[config.mk]
export PLATFORM = sky130hd
export DESIGN_NAME = keypad_scan
export DESIGN_NICKNAME = d
export VERILOG_FILES = /design/src/rtl/keypad_pkg.sv /design/src/rtl/keypad_scan_sync_2ff.sv /design/src/rtl/keypad_scan.sv
export SDC_FILE = /design/constraint.sdc
export NUM_CORES = 1
export LEC_CHECK = 0
export ABC_AREA = 1
export CORE_ASPECT_RATIO = 1.2
export CORE_UTILIZATION = 25
export DETAILED_ROUTE_END_ITERATION = 10
export GPL_ROUTABILITY_DRIVEN = 0
export SLEW_MARGIN = 20
export SYNTH_ARGS = -nofsm -noshare
export SYNTH_HDL_FRONTEND = slang
export SYNTH_SLANG_ARGS = --single-unit
[constraint.sdc]
create_clock -name clk -period 8.1 [get_ports clk]
set_clock_uncertainty 0.05 [all_clocks]
set_input_delay 0.81 -clock clk [delete_from_list [all_inputs] [get_ports clk]]
set_output_delay 0.81 -clock clk [all_outputs]
set_load 0.1 [all_outputs]
[src/rtl/keypad_pkg.sv]
// keypad_pkg -- shared types and constants for the 4x4 matrix keypad scanner.
//   kp_state_t    : debounce FSM states
//   key_code_t    : key index, row*4+col
//   ROW_ONEHOT_N  : active-low row drive pattern, one entry per row
//   lowest_idx()  : index of the lowest set bit of a 16-bit key snapshot
package keypad_pkg;

    typedef enum logic [1:0] {IDLE, PRESS_CHK, HELD, REL_CHK} kp_state_t;

    typedef logic [3:0] key_code_t;

    localparam logic [3:0] ROW_ONEHOT_N [4] = '{4'b1110, 4'b1101, 4'b1011, 4'b0111};

    function automatic key_code_t lowest_idx(input logic [15:0] v);
        lowest_idx = '0;
        // Walk downwards so the last hit (lowest index) wins.
        for (int i = 15; i >= 0; i--) begin
            if (v[i]) lowest_idx = key_code_t'(i);
        end
    endfunction

endpackage

[src/rtl/keypad_scan_sync_2ff.sv]
// sync_2ff -- two-flop synchronizer for a bus of independent async bits.
//   clk     : destination clock
//   resetn  : synchronous active-low reset; flops reset to all-ones
//             (idle level of pulled-up, active-low keypad columns)
//   d_i     : asynchronous input
//   q_o     : synchronized output, 2 clk latency
module sync_2ff #(
    parameter int W = 4
) (
    input  logic         clk,
    input  logic         resetn,
    input  logic [W-1:0] d_i,
    output logic [W-1:0] q_o
);

    logic [W-1:0] meta_q;
    logic [W-1:0] sync_q;

    always_ff @(posedge clk) begin
        if (!resetn) begin
            meta_q <= '1;
            sync_q <= '1;
        end else begin
            meta_q <= d_i;
            sync_q <= meta_q;
        end
    end

    assign q_o = sync_q;

endmodule

[src/rtl/keypad_scan.sv]
// keypad_scan -- 4x4 active-low matrix keypad scanner with frame-based
// debounce and a one-entry valid/ready event register.
//   clk, resetn  : clock, synchronous active-low reset
//   busin_col    : keypad columns, active-low, asynchronous
//   busout_row   : one-hot-low row drive
//   key_code     : key index of pending event
//   key_release  : 1 = release event, 0 = press event
//   key_valid    : event pending; cleared by key_valid && key_ready
//   key_ready    : consumer ready
//   key_pressed  : debounced key currently held
//   overflow     : sticky, an event was dropped
// Build option: define KEYPAD_RELEASE_EN to emit release events; otherwise
// key_release is tied low and only press events are delivered.
module keypad_scan
    import keypad_pkg::*;
#(
    parameter int SCAN_DIV_W     = 16,
    parameter int DEBOUNCE_SCANS = 4
) (
    input  logic       clk,
    input  logic       resetn,
    input  logic [3:0] busin_col,
    output logic [3:0] busout_row,
    output logic [3:0] key_code,
    output logic       key_release,
    output logic       key_valid,
    input  logic       key_ready,
    output logic       key_pressed,
    output logic       overflow
);

    localparam int               CNT_W      = (DEBOUNCE_SCANS > 2) ? $clog2(DEBOUNCE_SCANS) : 1;
    localparam logic [CNT_W-1:0] STABLE_MAX = CNT_W'(DEBOUNCE_SCANS - 1);

    logic [SCAN_DIV_W-1:0] presc_q;
    logic [1:0]            row_q;
    logic [3:0]            col_s;
    logic [15:0]           snap_q, snap_d, prev_q;
    logic [CNT_W-1:0]      stable_q, stable_d, rel_cnt_q;
    kp_state_t             state_q;
    key_code_t             latch_q, out_code_q;
    logic                  valid_q, pressed_q, ovf_q, wait_clr_q;
    logic                  slot_end, frame_end, press_hit, rel_hit, ev_fire;
    key_code_t             ev_code;

    sync_2ff #(.W(4)) u_col_sync (
        .clk    (clk),
        .resetn (resetn),
        .d_i    (busin_col),
        .q_o    (col_s)
    );

    assign slot_end  = &presc_q;
    assign frame_end = slot_end && (row_q == 2'd3);

    // Snapshot including the row being sampled this cycle; at frame end this
    // is the completed frame.
    always_comb begin
        snap_d = snap_q;
        snap_d[{row_q, 2'b00} +: 4] = ~col_s;
        stable_d = '0;
        if (snap_d == prev_q)
            stable_d = (stable_q == STABLE_MAX) ? stable_q : stable_q + CNT_W'(1);
    end

    assign press_hit = frame_end && (state_q == PRESS_CHK) && (snap_d != '0) &&
                       (stable_d == STABLE_MAX);
    assign rel_hit   = frame_end && (state_q == REL_CHK) && !snap_d[latch_q] &&
                       (rel_cnt_q == STABLE_MAX);
`ifdef KEYPAD_RELEASE_EN
    assign ev_fire = press_hit || rel_hit;
`else
    assign ev_fire = press_hit;
`endif
    assign ev_code = press_hit ? lowest_idx(snap_d) : latch_q;

    // Scan timing and snapshot capture.
    always_ff @(posedge clk) begin
        if (!resetn) begin
            presc_q  <= '0;
            row_q    <= '0;
            snap_q   <= '0;
            prev_q   <= '0;
            stable_q <= '0;
        end else begin
            presc_q <= presc_q + SCAN_DIV_W'(1);
            if (slot_end) begin
                row_q  <= row_q + 2'd1;
                snap_q <= snap_d;
            end
            if (frame_end) begin
                prev_q   <= snap_d;
                stable_q <= stable_d;
            end
        end
    end

`ifdef KEYPAD_RELEASE_EN
    logic rel_out_q;
`endif

    // Debounce FSM and event holding register.
    always_ff @(posedge clk) begin
        if (!resetn) begin
            state_q    <= IDLE;
            latch_q    <= '0;
            rel_cnt_q  <= '0;
            pressed_q  <= 1'b0;
            wait_clr_q <= 1'b0;
            valid_q    <= 1'b0;
            out_code_q <= '0;
            ovf_q      <= 1'b0;
`ifdef KEYPAD_RELEASE_EN
            rel_out_q  <= 1'b0;
`endif
        end else begin
            if (frame_end) begin
                // After a release, keys still held must all lift before a new
                // press can be qualified; otherwise a second held key would
                // immediately report as a fresh press.
                if (snap_d == '0) wait_clr_q <= 1'b0;
                unique case (state_q)
                    IDLE: begin
                        if (snap_d != '0 && !wait_clr_q) state_q <= PRESS_CHK;
                    end
                    PRESS_CHK: begin
                        if (snap_d == '0) begin
                            state_q <= IDLE;
                        end else if (press_hit) begin
                            latch_q   <= ev_code;
                            pressed_q <= 1'b1;
                            state_q   <= HELD;
                        end
                    end
                    HELD: begin
                        if (!snap_d[latch_q]) begin
                            rel_cnt_q <= CNT_W'(1);
                            state_q   <= REL_CHK;
                        end
                    end
                    REL_CHK: begin
                        if (snap_d[latch_q]) begin
                            state_q <= HELD;
                        end else if (rel_hit) begin
                            pressed_q  <= 1'b0;
                            wait_clr_q <= 1'b1;
                            state_q    <= IDLE;
                        end else begin
                            rel_cnt_q <= rel_cnt_q + CNT_W'(1);
                        end
                    end
                    default: state_q <= IDLE;
                endcase
            end

            if (ev_fire) begin
                if (valid_q && !key_ready) begin
                    ovf_q <= 1'b1;
                end else begin
                    valid_q    <= 1'b1;
                    out_code_q <= ev_code;
`ifdef KEYPAD_RELEASE_EN
                    rel_out_q  <= rel_hit;
`endif
                end
            end else if (valid_q && key_ready) begin
                valid_q <= 1'b0;
            end
        end
    end

    assign busout_row  = ROW_ONEHOT_N[row_q];
    assign key_code    = out_code_q;
    assign key_valid   = valid_q;
    assign key_pressed = pressed_q;
    assign overflow    = ovf_q;
`ifdef KEYPAD_RELEASE_EN
    assign key_release = rel_out_q;
`else
    assign key_release = 1'b0;
`endif

endmodule

Word level (Yosys, flattened, before mapping)
Index checks and enable logic that the tools add are counted.
{ "totals": {"word_cells": 120, "input_bits": 7, "regBits": 76} }
{ "classes": {"bitwise_logic": 4, "addsub": 5, "eq_ne": 18, "magnitude_cmp": 2, "n_shift": 2, "reduce_logical": 27, "mux": 47} }
{ "ops": {"columns": ["op", "count"], "rows": [
  ["$mux 4", 18],
  ["$mux 2", 11],
  ["$add 16x1->16 const B", 1],
  ["$bwmux 16", 1],
  ["$eq 16x16->1", 1],
  ["$logic_not 16->1", 1],
  ["$ne 2x2->1 const B", 8],
  ["$reduce_and 16->1", 1],
  ["$reduce_bool 16->1", 1],
  ["$shift 4x6->16 const A", 1],
  ["$shiftx 4x6->16", 1],
  ["$eq 2x2->1 const B", 6],
  ["$mux 1", 12],
  ["$logic_and 1x1->1", 10],
  ["$reduce_and 5->1", 2],
  ["$bmux 4 s2", 1],
  ["$pmux 2 s4", 1],
  ["$add 2x1->2 const B", 3],
  ["$ne 3x2->1 const B", 2],
  ["$neg 4->6", 1],
  ["$reduce_and 2->1", 3],
  ["$reduce_and 6->1", 1],
  ["$reduce_bool 2->1", 3],
  ["$lt 4x5->1 const B", 1],
  ["other kinds (11)", 14]
]} }

Depth between registers and ports, before layout
{ "depth": {"word_depth": 19, "depth_mapped": 23} }

Cells and area by module
Synthesis repeated with hierarchy kept, for this count alone.
{ "unflattened": {"cells_unflattened": 549, "area_unflattened_um2": 3910.0} }
{ "modules_own_cells": {"columns": ["module", "area_per_inst_um2", "instances", "cells_per_inst"], "rows": [
  ["keypad_scan", 3684.8, 1, 524],
  ["sync_2ff", 225.2, 1, 25]
]} }

Least setup slack after synthesis
No wires, ideal clock.
{ "synth_path": {"path_kind": "register to register", "start": "register row_q[0]", "end": "register out_code_q[1], in the netlist key_code[1]", "required_ns": 7.932, "period_less_slack_ns": 2.594, "arrival_time_ns": 2.426, "stages_incl_launch_ff": 17, "n_path_buf": 2, "setup_ns": 0.118, "setup_slack_ns": 5.506, "path_cell_list": "dfxtp_1 buf_2 inv_2 ha_1 inv_2 nand2_1 o21ai_2 xor2_1 nor2_1 nand2_1 nor2_2 nand2_1 nor2_2 nand3_2 buf_6 nor3_1 nor2_1"} }
{ "synth_between": {"elab_chain_len": 19} }
{ "synth_lines": {"columns": ["item", "line", "source"], "rows": [
  ["start: declaration", "keypad_scan.sv:36", "logic [1:0] row_q;"],
  ["start signal: assignment", "keypad_scan.sv:88", "row_q <= row_q + 2'd1;"],
  ["$neg 4->6", "keypad_scan.sv:60", "snap_d[{row_q, 2'b00} +: 4] = ~col_s;"],
  ["$shiftx 4x6->16 / $shift 4x6->16 (equally long branches)", "keypad_scan.sv:60", null],
  ["$bwmux 16", "keypad_scan.sv:60", null],
  ["$mux 4 (16 in a row)", "keypad_pkg.sv:18", "if (v[i]) lowest_idx = key_code_t'(i);"],
  ["end signal: assignment", "keypad_scan.sv:161", "out_code_q <= ev_code;"],
  ["end: declaration", "keypad_scan.sv:41", "key_code_t latch_q, out_code_q;"]
]} }
Several ways; a longest one is shown, not always the timed one.
A chain may end at the register's enable or synchronous reset.

Final worst setup path
{ "layout_path": {"start": "register row_q[0]", "end": "output port busout_row[3]"} }
{ "layout_between": {"elab_chain_len": 4} }
{ "layout_lines": {"columns": ["item", "line", "source"], "rows": [
  ["$not 2->3 (not written as such)", "keypad_scan.sv:172", "assign busout_row = ROW_ONEHOT_N[row_q];"],
  ["$bmux 4 s2", "keypad_scan.sv:172", null],
  ["$mux 4 (not written as such) (2 in a row)", "keypad_scan.sv:172", null],
  ["end: declaration", "keypad_scan.sv:23", "output logic [3:0] busout_row,"]
]} }
No other way between the ends. The select of a mux whose other input is x is not followed.

==> out/metrics.csv <==
metric,value,unit
wl_per_cell,11.7,um
fin_area,4470,um2
regArea,1520,um2
cp-start-kind,register,
initial_core_util,0.259,
cts_resized,0,
p_leak,1.72,nW
p_sw_frac,0.207,
status,"complete, no violations",
synthAdderAreaFrac,0.0232,
syn_to_final_growth,18.7,%
worst_slew_pin_slew,0.975,ns
period_minus_slack,3.55,ns
n_fill_cell,1617,
drv_slew,0,
post_cts_buffers,0,
criticalPathCategory,register to output pin,
clkTransAtPathRegs,0.06,ns
crit_arrival,2.69,ns
min_path_type,register to register,
rows,48,
cts-root-buf,clkbuf_16,
use_met2,0.202,
synth_top_family_by_area,simple AND/OR/NAND/NOR gates,
grt_overflow,0,
yosysWarnings,0,
synth_area_leaders,"dfxtp_1 40%, nand2_1 7.6%, inv_1 7.1%, a21oi_1 6.2%, nor2_1 5.3%",
cts.sinks,76,
p_sw,0.180,mW
fmax,0.282,GHz
slowest_delay,1.01,ns
route.detailed.drc,0,
io_pins,19,
nets,554,
async_reset_ff_frac,0,
via_per_inst,4.46,
p_int,0.690,mW
met1_usage,0.143,
synth_top_area_cell,dfxtp_1,
crit_path_end_kind,output pin,
cts_buffers,9,
via_count,3323,
worstPathBufferInverterCount,2,
grt_antenna_before_repair,0,
fin_crit_sh,0.438,
synth_enable_flop_cells,0,
grt_use_met3,0.0169,
drt-total-wl,8710,um
hold_ws,0.362,ns
synth.distinct_cells,36,
synth_flop_cell,dfxtp_1,
coreArea,14500,um2
grt_pass1_vias,3051,
synth_compound_area_frac,0.204,
busiest_layer,met2,
synth_seq_cells,76,
cts_tree,built,
fin_ws,4.55,ns
synth-seq-area-share,0.404,
muxShareOfSynthArea,0,
finalSetupTns,0,ns
comb_power_share,0.032,
syn_avg_cell_area,7.15,um2
placed_area,4130,um2
htree_num_levels,3,
rsz0062_at_grt,no,
drt-initial-drc-count,197,
cp_cell_sequence,ha_1 > inv_2 > clkdlybuf4s50_1,
seqPwrFrac,0.435,
clockPowerShare,0.533,
postCtsHoldBufs,0,
slew_headroom,0.348,
diodes,0,
max-cap-violations,0,
gr-usage-all-layers,0.120,
io_buffers,17,
clk_latency,0.34,ns
dp_slack,4.93,ns
setup_violations,0,
die_w,114,um
clockBufferDepth,2,
cp.required,7.24,ns
grt_pass1_wl,14600,um
post-route-util,0.308,
synth-simple-area-share,0.226,
synth_nets,541,
powerDensity,194,nW/um2
antenna_left,0,
netlist.area_leader.share,0.404,
first_pass_iters,5,
synthXorXnorAreaFrac,0.0372,
grt_max_degree,41,
crit_fanout,15,
finalHoldViolCount,0,
syn_area,3770,um2
syn_inst,527,
dp_hpwl,6440,um
fp.dieArea,15600,um2
layout-drive-gt1-share,0.0991,
critical-path-top-delay-family,buffers and inverters,
irDropWorstVdd,0.108,mV
critPathSlowestCell,clkdlybuf4s50_1,
dieHeight,136,um
multi_input_area,1850,um2
-- state kept, by name (all words and copies together), names as in the netlist --
signal / cells
prev_q: 16
stable_q: 2
key_valid: 1
snap_q: 16
rel_cnt_q: 2
wait_clr_q: 1
latch_q: 4
key_code: 4
overflow: 1
presc_q: 16
state_q: 2
row_q: 2
u_col_sync.meta_q: 4
u_col_sync.q_o: 4
key_pressed: 1
-- metal layers --
metal / vias up / part of all wire
li1: 1760 / -
met4: 0 / 0.041
met2: 40 / 0.49
met5: - / 0
met3: 22 / 0.023
met1: 1501 / 0.45
-- final cells by class --
cell class                      count  share of cell area
Sequential cell                    76               0.340
Inverter                           84              0.0708
Multi-Input combinational cell    350               0.414
Clock inverter                      7              0.0271
Timing Repair Buffer               19              0.0414
Clock buffer                        9              0.0503
Tap cell                          200              0.0559
-- cell families (layout without fill, tap and decap cells) --
| logic type | Yosys count | count (layout) |
|---|---|---|
| compound gates | 133 | 133 |
| xor+xnor | 16 | 16 |
| fa+ha+maj | 7 | 7 |
| buf+inv | 101 | 119 |
| flops | 76 | 76 |
| other cells | 1 | 1 |
| simple gates | 193 | 193 |
-- per-stage QoR --
step | power [mW] | instances
after floorplan | 0.406 | 527
after global placement | 0.415 | 729
after detailed placement | 0.415 | 729
after CTS | 0.879 | 745
after global routing | 0.898 | 745
final | 0.870 | 745
-- cell usage after synthesis, drive strengths merged (7+ instances only) --
cell / n
a21oi: 48
inv: 81
nand2: 76
nor2: 60
clkbuf: 13
dfxtp: 76
o21ai: 56
nand3: 28
or2: 8
ha: 7
a31oi: 7
xor2: 14
nor3: 9
a211oi: 11
nand4: 10
-- worst register-to-register path, stage by stage, from the launching register on --
cell,delay (ns)
dfxtp_1,0.57
ha_1,0.60
nand2_1,0.24
o21ai_1,0.43
xor2_1,0.12
a21oi_1,0.13
nand3_1,0.10
nor2_2,0.15
nand2_1,0.09
nor2_2,0.11
nand3_2,0.22
nor2_1,0.20
o21ai_1,0.07
nor2_1,0.10
-- power groups by stage --
stage	Combinational, mW	Clock [mW]	Sequential (mW)
2_1_floorplan	0.0198	0	0.386
3_3_place_gp	0.0281	0	0.387
3_5_place_dp	0.0283	0	0.387
4_1_cts	0.0283	0.472	0.378
5_1_grt	0.0315	0.488	0.379
6_report	0.0277	0.463	0.379
-- final timing paths --
| check | start | end | slack (ns) | depth (start not counted) |
|---|---|---|---|---|
| setup / recovery | row_q[0] | busout_row[3] | 4.55 | 3 |
| hold / removal | u_col_sync.meta_q[2] | u_col_sync.q_o[2] | 0.36 | 1 |
| setup reg to reg | row_q[0] | key_code[1] | 4.85 | 13 |
| hold reg to reg | u_col_sync.meta_q[2] | u_col_sync.q_o[2] | 0.36 | 1 |
-- cells in the final DEF (no fill, tap or decap), types with 2 or more instances in the layout --
cell type and instances:
nand3_1 27, buf_4 2, clkinv_2 2, nor2_2 7
a21oi_1 47, nor3_1 9, nand2_1 76, o21a_1 2
nand3b_1 2, a31oi_1 7, a211oi_1 10, bufinv_16 3
ha_1 7, nand4_1 9, or2_2 8, xnor2_1 2
dfxtp_1 76, xor2_1 14, clkinv_1 2, o21ai_1 15
o21ai_2 3, nor2_1 53, inv_2 10, o22ai_2 3
clkdlybuf4s50_1 17, clkbuf_16 9, a221oi_1 5, inv_1 71
inv_6 2, o21ai_0 38
Power figures use the tool's default switching activity.
